[src/rtl/regfile_wb_queue.sv]
// Write-back queue for the 16x32 register file write port: an in-order result FIFO feeding a registered write stage.
// Optional forwarding of pending values to two read ports is built when WBQ_FWD_EN is defined.
module regfile_wb_queue #(
  parameter int DEPTH  = 4,
  parameter int DATA_W = 32,
  parameter int ADDR_W = 4
) (
  input  logic                      clk,
  input  logic                      rst,
  input  logic                      res_valid,
  output logic                      res_ready,
  input  logic [ADDR_W-1:0]         res_wn,
  input  logic [DATA_W-1:0]         res_wd,
  input  logic                      wb_hold,
  output logic                      wb_en,
  output logic [ADDR_W-1:0]         wb_wn,
  output logic [DATA_W-1:0]         wb_wd,
  input  logic [ADDR_W-1:0]         q_rn1,
  input  logic [ADDR_W-1:0]         q_rn2,
  output logic                      fwd1_hit,
  output logic                      fwd2_hit,
  output logic [DATA_W-1:0]         fwd1_data,
  output logic [DATA_W-1:0]         fwd2_data,
  output logic [(2**ADDR_W)-1:0]    busy,
  output logic [$clog2(DEPTH):0]    count
);

  localparam int PW = $clog2(DEPTH);

  // Handshake: a result transfers on a rising edge where res_valid && res_ready;
  // res_ready depends only on occupancy, never on res_valid.
  logic [ADDR_W-1:0] wn_mem [DEPTH];
  logic [DATA_W-1:0] wd_mem [DEPTH];
  logic [PW-1:0]     head, tail;
  logic              push, pop;

  assign res_ready = (count < (PW+1)'(DEPTH));
  assign push      = res_valid && res_ready && (res_wn != '0);
  assign pop       = !wb_hold && (count != '0);

  always_ff @(posedge clk) begin
    if (push) begin
      wn_mem[tail] <= res_wn;
      wd_mem[tail] <= res_wd;
    end
  end

  always_ff @(posedge clk or posedge rst) begin
    if (rst) begin
      head  <= '0;
      tail  <= '0;
      count <= '0;
      wb_en <= 1'b0;
      wb_wn <= '0;
      wb_wd <= '0;
    end else begin
      if (push) tail <= tail + 1'b1;
      if (pop) begin
        wb_en <= 1'b1;
        wb_wn <= wn_mem[head];
        wb_wd <= wd_mem[head];
        head  <= head + 1'b1;
      end else begin
        wb_en <= 1'b0;
      end
      case ({push, pop})
        2'b10:   count <= count + 1'b1;
        2'b01:   count <= count - 1'b1;
        default: count <= count;
      endcase
    end
  end

  // Pending set: FIFO entries at offsets 0..count-1 from head, plus the write stage.
  logic [PW-1:0] b_idx;
  always_comb begin
    busy  = '0;
    b_idx = '0;
    if (wb_en) busy[wb_wn] = 1'b1;
    for (int i = 0; i < DEPTH; i++) begin
      b_idx = head + PW'(i);
      if ((PW+1)'(i) < count) busy[wn_mem[b_idx]] = 1'b1;
    end
    busy[0] = 1'b0;
  end

`ifdef WBQ_FWD_EN
  // Scan oldest to youngest so the last match (youngest) wins.
  function automatic logic [DATA_W:0] lookup(input logic [ADDR_W-1:0] rn);
    logic [DATA_W:0] r;
    logic [PW-1:0]   idx;
    r = '0;
    if (wb_en && (wb_wn == rn)) r = {1'b1, wb_wd};
    for (int i = 0; i < DEPTH; i++) begin
      idx = head + PW'(i);
      if (((PW+1)'(i) < count) && (wn_mem[idx] == rn)) r = {1'b1, wd_mem[idx]};
    end
    if (rn == '0) r = '0;
    return r;
  endfunction

  assign {fwd1_hit, fwd1_data} = lookup(q_rn1);
  assign {fwd2_hit, fwd2_data} = lookup(q_rn2);
`else
  logic unused_rn;
  assign unused_rn = ^{q_rn1, q_rn2};
  assign fwd1_hit  = 1'b0;
  assign fwd2_hit  = 1'b0;
  assign fwd1_data = '0;
  assign fwd2_data = '0;
`endif

endmodule

[config.mk]
export PLATFORM = sky130hd
export DESIGN_NAME = regfile_wb_queue
export DESIGN_NICKNAME = d
export VERILOG_FILES = /design/src/rtl/regfile_wb_queue.sv
export SDC_FILE = /design/constraint.sdc
export NUM_CORES = 1
export LEC_CHECK = 0
export CORE_ASPECT_RATIO = 1.2
export CORE_MARGIN = 5
export CORE_UTILIZATION = 35
export CTS_CLUSTER_DIAMETER = 30
export DETAILED_ROUTE_END_ITERATION = 8
export PLACE_DENSITY = 0.53
export SETUP_SLACK_MARGIN = 0.2
export SLEW_MARGIN = 15
export SYNTH_ARGS = -nofsm -noshare
export SYNTH_HDL_FRONTEND = slang
export SYNTH_SLANG_ARGS = --single-unit
[constraint.sdc]
create_clock -name clk -period 4.8 [get_ports clk]
set_input_delay 1.2 -clock clk [delete_from_list [all_inputs] [get_ports clk]]
set_output_delay 1.2 -clock clk [all_outputs]
set_load 0.01 [all_outputs]
==> flow_metrics.env, run 1 <==
export IMPL_synth_edf_count=144
export IMPL_hold_start="wb_wd[11]"
export IMPL_path_buf_inv=1
export IMPL_cts_setup_buffers=0
export IMPL_synth_compound_area_frac=0.0317
export IMPL_die_x_um=157
export IMPL_num_vias=5012
export IMPL_fmaxAchievable_ghz=0.232
export IMPL_antenna_found_initial=0
export IMPL_viasPerCell=4.90
export IMPL_drt_iter0_drc=201
export IMPL_grt_busiest_layer="met2"
export IMPL_async_flop_share=0.234
export IMPL_cp_required_ns=3.60
export IMPL_grt_usage=0.139
export IMPL_dpl_cell_area_um2=10100
export IMPL_chipHeight_um=187
export IMPL_yosys_area_share_adder=0.0110
export IMPL_cp_slowest_cell="dfrtp_2"
export IMPL_critical_path_class="flip-flop to output port"
export IMPL_clock_sinks=188
export IMPL_grt_overflow_total=0
export IMPL_drive_above_1_share=0.228
export IMPL_period_needed_ns=4.31
export IMPL_max_cap_viol_count=0
export IMPL_netlist_instances=572
export IMPL_synth_top_family_by_area="multiplexers"
export IMPL_areaGrowthSynthToFinish_pct=17.7
export IMPL_min_period_over_period=0.898
export IMPL_drc_errors=0
export IMPL_ctsHoldBuffers=0
export IMPL_clockBufferDepth=2
export IMPL_setup_viol=0
export IMPL_r2r_end="wd_mem[1][5]"
export IMPL_nFillCells=2303
export IMPL_syn_area_um2=9090
export IMPL_ff2ff_path_depth=4
export IMPL_rsz0062_at_grt="no"
export IMPL_hpwl_mm=14.2
export IMPL_power_density_nw_per_um2=620
export IMPL_grt_pass1_vias=5284
export IMPL_ir_drop_mv=0.277
export IMPL_cts_inserted_buffers=17
export IMPL_max_stage_delay_ns=0.74
export IMPL_drt_wirelength_per_cell_um=19.8
export IMPL_ioPinCount=171
export IMPL_gp_congestion=0.844
export IMPL_postLayoutCellArea_um2=10700
export IMPL_met2_usage=0.238
export IMPL_grt_max_degree=35
export IMPL_cts_tree="built"
export IMPL_dr_pass1_iters=4
export IMPL_status="complete, no violations"
export IMPL_cp_num_cells=5
export IMPL_seq_area_frac_synth=0.597
export IMPL_leakagePower_uw=0.00385
export IMPL_slew_viol_final=0
export IMPL_slew_headroom=0.429
export IMPL_routed_wl_mm=20.2
export IMPL_finalClockSkew_ns=0.0126
export IMPL_cts_clk_slew_worst_paths_ns=0.07
export IMPL_holdCritPathClass="flip-flop to flip-flop"
export IMPL_synth_flop_cell="edfxtp_1"
export IMPL_crit_start="head[1]"
export IMPL_crit_family="flip-flops"
export IMPL_hold_violations=0
export IMPL_start_util=0.356
export IMPL_critPathCapture="busy[8]"
export IMPL_dp_cells=990
export IMPL_postSynthAreaPerCell_um2=15.9
export IMPL_port_buffers=95
export IMPL_std_cell_rows=64
export IMPL_crit_fanout=23
export IMPL_diodes=0
export IMPL_ys_warn_count=0
export IMPL_r2r_start="count[2]"
export IMPL_instances_no_fill=1022
export IMPL_ys_seq_elements=188
export IMPL_cp_start_kind="flip-flop"
export IMPL_rrSetupSlack_ns=2.49
export IMPL_grt_util_met3=0.0396
export IMPL_cts_resized=0
export IMPL_met1_usage=0.169
export IMPL_core_area_um2=25500
export IMPL_synth_mux_area_frac=0.190
export IMPL_crit_arrival_ns=3.11
export IMPL_antenna_left=0
export IMPL_nNetsFinal=735
export IMPL_grt_pass1_wl_mm=31.1
export IMPL_worst_slew_pin_slew_ns=0.856
export IMPL_synth_xor_area_frac=0.00578
export IMPL_worstPathCellList="mux4_1 -> nor2b_1 -> a32oi_1 -> nand3_1 -> clkdlybuf4s50_1"
export IMPL_fin_tns_setup_ns=0
export IMPL_yosysUniqueCellTypes=49
export IMPL_post_route_util=0.419
export IMPL_clock_latency_ns=0.42
export IMPL_cts_root_buf="clkbuf_16"
export IMPL_cts_htree_levels=4
export IMPL_min_path_cells=1
export IMPL_die_area_um2=29300
export IMPL_total_power_uw=6630
export IMPL_end_kind="output port"
export IMPL_synth_simple_area_share=0.0825
[worst min-delay path by stage]
stage | endpoint
after floorplan | wb_wd[10]
after global placement | wb_wd[18]
after detailed placement | wb_wd[23]
after CTS | wb_wd[11]
after global routing | wb_wd[11]
final | wb_wd[11]
[cell usage after synthesis (4+ instances only)]
| cell | instances | area (um2) |
|---|---|---|
| nor2b_1 | 16 | 100 |
| mux2_2 | 7 | 78.8 |
| buf_2 | 8 | 40.0 |
| xnor2_1 | 6 | 52.6 |
| mux4_2 | 45 | 1010 |
| mux2_4 | 35 | 526 |
| nor2_1 | 23 | 86.3 |
| nand2_1 | 11 | 41.3 |
| buf_4 | 67 | 503 |
| o21ai_0 | 18 | 90.1 |
| nand3_1 | 24 | 120 |
| and2_1 | 12 | 75.1 |
| inv_1 | 8 | 30.0 |
| dfrtp_1 | 44 | 1100 |
| edfxtp_1 | 144 | 4320 |
| buf_6 | 6 | 67.6 |
| ha_1 | 8 | 100 |
| mux2i_1 | 7 | 70.1 |
| buf_12 | 4 | 80.1 |
| a31oi_1 | 15 | 93.8 |
| nand3b_1 | 5 | 37.5 |
| nand4_1 | 13 | 81.3 |
| nor3_1 | 4 | 20.0 |
| nor4b_2 | 4 | 60.1 |
[through the flow]
stage / setup slack [ns] / hold slack (ns)
after floorplan: 1.80 / 0.552
after global placement: 0.923 / 0.499
after detailed placement: 0.925 / 0.491
after CTS: 0.455 / 0.517
after global routing: 0.359 / 0.519
final: 0.490 / 0.514
[layout by cell type, fill, tap and decap left out, types with 5 or more instances in the layout]
master             n
a31oi_1           15
and2_1             8
buf_4             15
clkbuf_16         17
clkdlybuf4s50_1   95
conb_1            67
dfrtp_1           42
edfxtp_1         144
ha_1               8
inv_1              7
mux2_2             7
mux2_4            35
mux2i_1            7
mux4_2            45
nand2_1           11
nand3_1           24
nand3b_1           5
nand4_1           13
nor2_1            23
nor2b_1           16
o21ai_0           18
xnor2_1            6
[kinds of logic (layout without fill, tap and decap cells)]
group,Yosys count,after routing
mux,96,96
xor+xnor,6,6
buf+inv,99,153
simple gates,127,127
other cells,1,67
compound gates,47,47
flops,188,188
fa+ha+maj,8,8
[state kept, by name (all words and copies together) (netlist names)]
register / cells
count: 3
tail: 2
head: 2
wd_mem: 128
wb_en: 1
wb_wd: 32
wb_wn: 4
wn_mem: 16
[final cells by class]
type / instances / area, um2 / area share
inverters: 11 / 41.3 / 0.00386
repair buffers: 110 / 1060 / 0.0994
flip-flops and latches: 188 / 5430 / 0.508
well taps: 330 / 413 / 0.0386
clock inverters: 15 / 138 / 0.0129
multi-input cells: 351 / 3190 / 0.298
clock buffers: 17 / 425 / 0.0398
[worst reg2reg max path, cell delays in order, from the launching register on]
cell	delay, ns
dfrtp_1	0.52
inv_2	0.24
and3_1	0.33
and2_2	0.57
buf_4	0.34
[layer usage]
metal / up-vias / part of all wire
met5: - / 0
met4: 0 / 0.022
met3: 24 / 0.058
met2: 154 / 0.51
met1: 2553 / 0.41
li1: 2281 / -
[power by group]
group          internal (uW)  switching, uW  leakage, uW
Sequential              2120            305      0.00182
Combinational           1520           1370      0.00176
Clock                    682            633     0.000273
Total                   4320           2310      0.00385
Power figures use the tool's default switching activity.
==> run 2, diff against run 1 <==
--- a/config.mk
+++ b/config.mk
@@ -5,8 +5,9 @@
 export SDC_FILE = /design/constraint.sdc
 export NUM_CORES = 1
 export LEC_CHECK = 0
+export ABC_CLOCK_PERIOD_IN_PS = 4800
 export CORE_ASPECT_RATIO = 1.2
-export CORE_MARGIN = 5
+export CORE_MARGIN = 3
 export CORE_UTILIZATION = 35
 export CTS_CLUSTER_DIAMETER = 30
 export DETAILED_ROUTE_END_ITERATION = 8
==> flow_metrics.env, run 2 (synthesized netlist as in run 1, its figures left out) <==
export IMPL_status="complete, no violations"
export IMPL_cp_slowest_cell="dfrtp_2"
export IMPL_cts_root_buf="clkbuf_16"
export IMPL_grt_pass1_wl_mm=30.2
export IMPL_power_internal_uw=4400
export IMPL_grt_usage=0.142
export IMPL_post_route_util=0.418
export IMPL_ctsHoldBuffers=0
export IMPL_final_cell_mix="144 x edfxtp_1, 95 x clkdlybuf4s50_1, 67 x conb_1"
export IMPL_cts_tree="built"
export IMPL_antenna_left=0
export IMPL_std_cell_rows=64
export IMPL_clockBufferDepth=2
export IMPL_num_vias=4992
export IMPL_worstPathCellList="mux4_1 -> nor2b_1 -> a32oi_1 -> nand3_1 -> clkdlybuf4s50_1"
export IMPL_top_register="wd_mem"
export IMPL_die_x_um=153
export IMPL_largest_reg_flops=128
export IMPL_cp_start_kind="flip-flop"
export IMPL_grt_pass1_vias=5151
export IMPL_die_area_um2=27900
export IMPL_dp_cells=986
export IMPL_top_regs="wd_mem: 128 flops, wb_wd: 32 flops, wn_mem: 16 flops"
export IMPL_setup_ws_ns=0.559
export IMPL_worst_slew_pin_slew_ns=0.784
export IMPL_cts_inserted_buffers=17
export IMPL_max_stage_delay_ns=0.75
export IMPL_viasPerCell=4.90
export IMPL_start_util=0.356
export IMPL_leakagePower_uw=0.00382
export IMPL_crit_fanout=24
export IMPL_instances_no_fill=1018
export IMPL_place_ws_ns=0.995
export IMPL_core_area_um2=25500
export IMPL_dr_pass1_iters=4
export IMPL_setup_viol=0
export IMPL_drc_errors=0
export IMPL_power_frac_seq=0.367
export IMPL_end_kind="output port"
export IMPL_cts_clk_slew_worst_paths_ns=0.07
export IMPL_chipHeight_um=183
export IMPL_ioPinCount=171
export IMPL_fmaxAchievable_ghz=0.236
export IMPL_p_sw_uw=2220
export IMPL_slew_headroom=0.473
export IMPL_clockPowerShare=0.202
export IMPL_gp_congestion=0.777
export IMPL_mostFrequentLayoutCell="edfxtp_1"
export IMPL_holdCritPathClass="flip-flop to flip-flop"
export IMPL_grt_overflow_total=0
export IMPL_nNetsFinal=731
export IMPL_grt_max_degree=41
export IMPL_power_density_nw_per_um2=620
export IMPL_diodes=0
export IMPL_cts_htree_levels=4
export IMPL_crit_arrival_ns=3.04
export IMPL_cts_resized=0
export IMPL_cp_required_ns=3.60
export IMPL_critical_path_class="flip-flop to output port"
export IMPL_fin_tns_setup_ns=0
export IMPL_clock_sinks=188
export IMPL_drive_above_1_share=0.215
export IMPL_slew_viol_final=0
export IMPL_drt_iter0_drc=275
export IMPL_rsz0062_at_grt="no"
export IMPL_hpwl_mm=13.4
export IMPL_swShare=0.336
export IMPL_antenna_found_initial=0
export IMPL_areaGrowthSynthToFinish_pct=17.4
export IMPL_clock_latency_ns=0.43
export IMPL_period_needed_ns=4.24
export IMPL_pwr_share_comb=0.431
export IMPL_drt_wirelength_per_cell_um=19.4
export IMPL_cts_setup_buffers=0
export IMPL_port_buffers=95
export IMPL_hold_violations=0
export IMPL_finalClockSkew_ns=0.0134
export IMPL_routed_wl_mm=19.8
export IMPL_max_cap_viol_count=0
export IMPL_min_period_over_period=0.884
export IMPL_ir_drop_mv=0.469
[run 2: cell types whose count changed in the layout (fill, tap and decap cells not counted), sizes merged]
cell	previous run	this run
buf	15	11
clkbuf	17	20
clkinv	8	5
inv	16	13
bufinv	0	2
clkinvlp	2	3
[run 2: area by class of cell]
| class | instances | area, um2 |
|---|---|---|
| clock buffers | 20 | 437 |
| clock inverters | 12 | 121 |
| fillers | 2303 | 14900 |
| inverters | 11 | 41.3 |
| multi-input cells | 351 | 3190 |
| flip-flops and latches | 188 | 5430 |
| well taps | 330 | 413 |
| repair buffers | 106 | 1050 |
[run 2: worst paths after layout]
path	slack, ns	to	depth (start not counted)	start
worst max-delay path	0.56	busy[8]	5	head[1]
worst min-delay path	0.51	wb_wd[20]	1	wb_wd[20]
worst max register to register	2.47	wd_mem[2][22]	4	count[2]
worst min register to register	0.51	wb_wd[20]	1	wb_wd[20]
max in group asynchronous	2.83	wb_wd[17]	3	rst
min in group asynchronous	1.23	wb_wd[7]	2	rst
[run 2: layer usage]
metal | up-vias | track usage | part of all wire
li1 | 2272 | - | -
met1 | 2537 | 0.172 | 0.42
met2 | 164 | 0.248 | 0.51
met3 | 19 | 0.0344 | 0.054
met4 | 0 | 0.0506 | 0.019
met5 | - | 0 | 0
[run 2: power groups by stage]
stage | clock network, uW | registers [uW] | logic [uW]
after floorplan | 0 | 2380 | 1960
after global placement | 0 | 2440 | 2880
after detailed placement | 0 | 2460 | 2900
after CTS | 1380 | 2440 | 2910
after global routing | 1450 | 2480 | 3080
final | 1340 | 2430 | 2860
[run 2: worst max-delay path, delay by kind of cell, from the launching register on]
kind,cells,cell delay (ns)
buffers and inverters,1,0.55
multiplexers,1,0.74
AND/OR/NAND/NOR,2,0.42
flip-flops,1,0.75
AO/OA/AOI/OAI,1,0.13
[run 2: through the flow]
step / power, uW / hold slack, ns / instance area (um2)
after global routing: 7010 / 0.534 / 10700
after CTS: 6720 / 0.520 / 10700
after global placement: 5320 / 0.497 / 10100
final: 6620 / 0.514 / 10700
after detailed placement: 5360 / 0.501 / 10100
after floorplan: 4350 / 0.552 / 9340
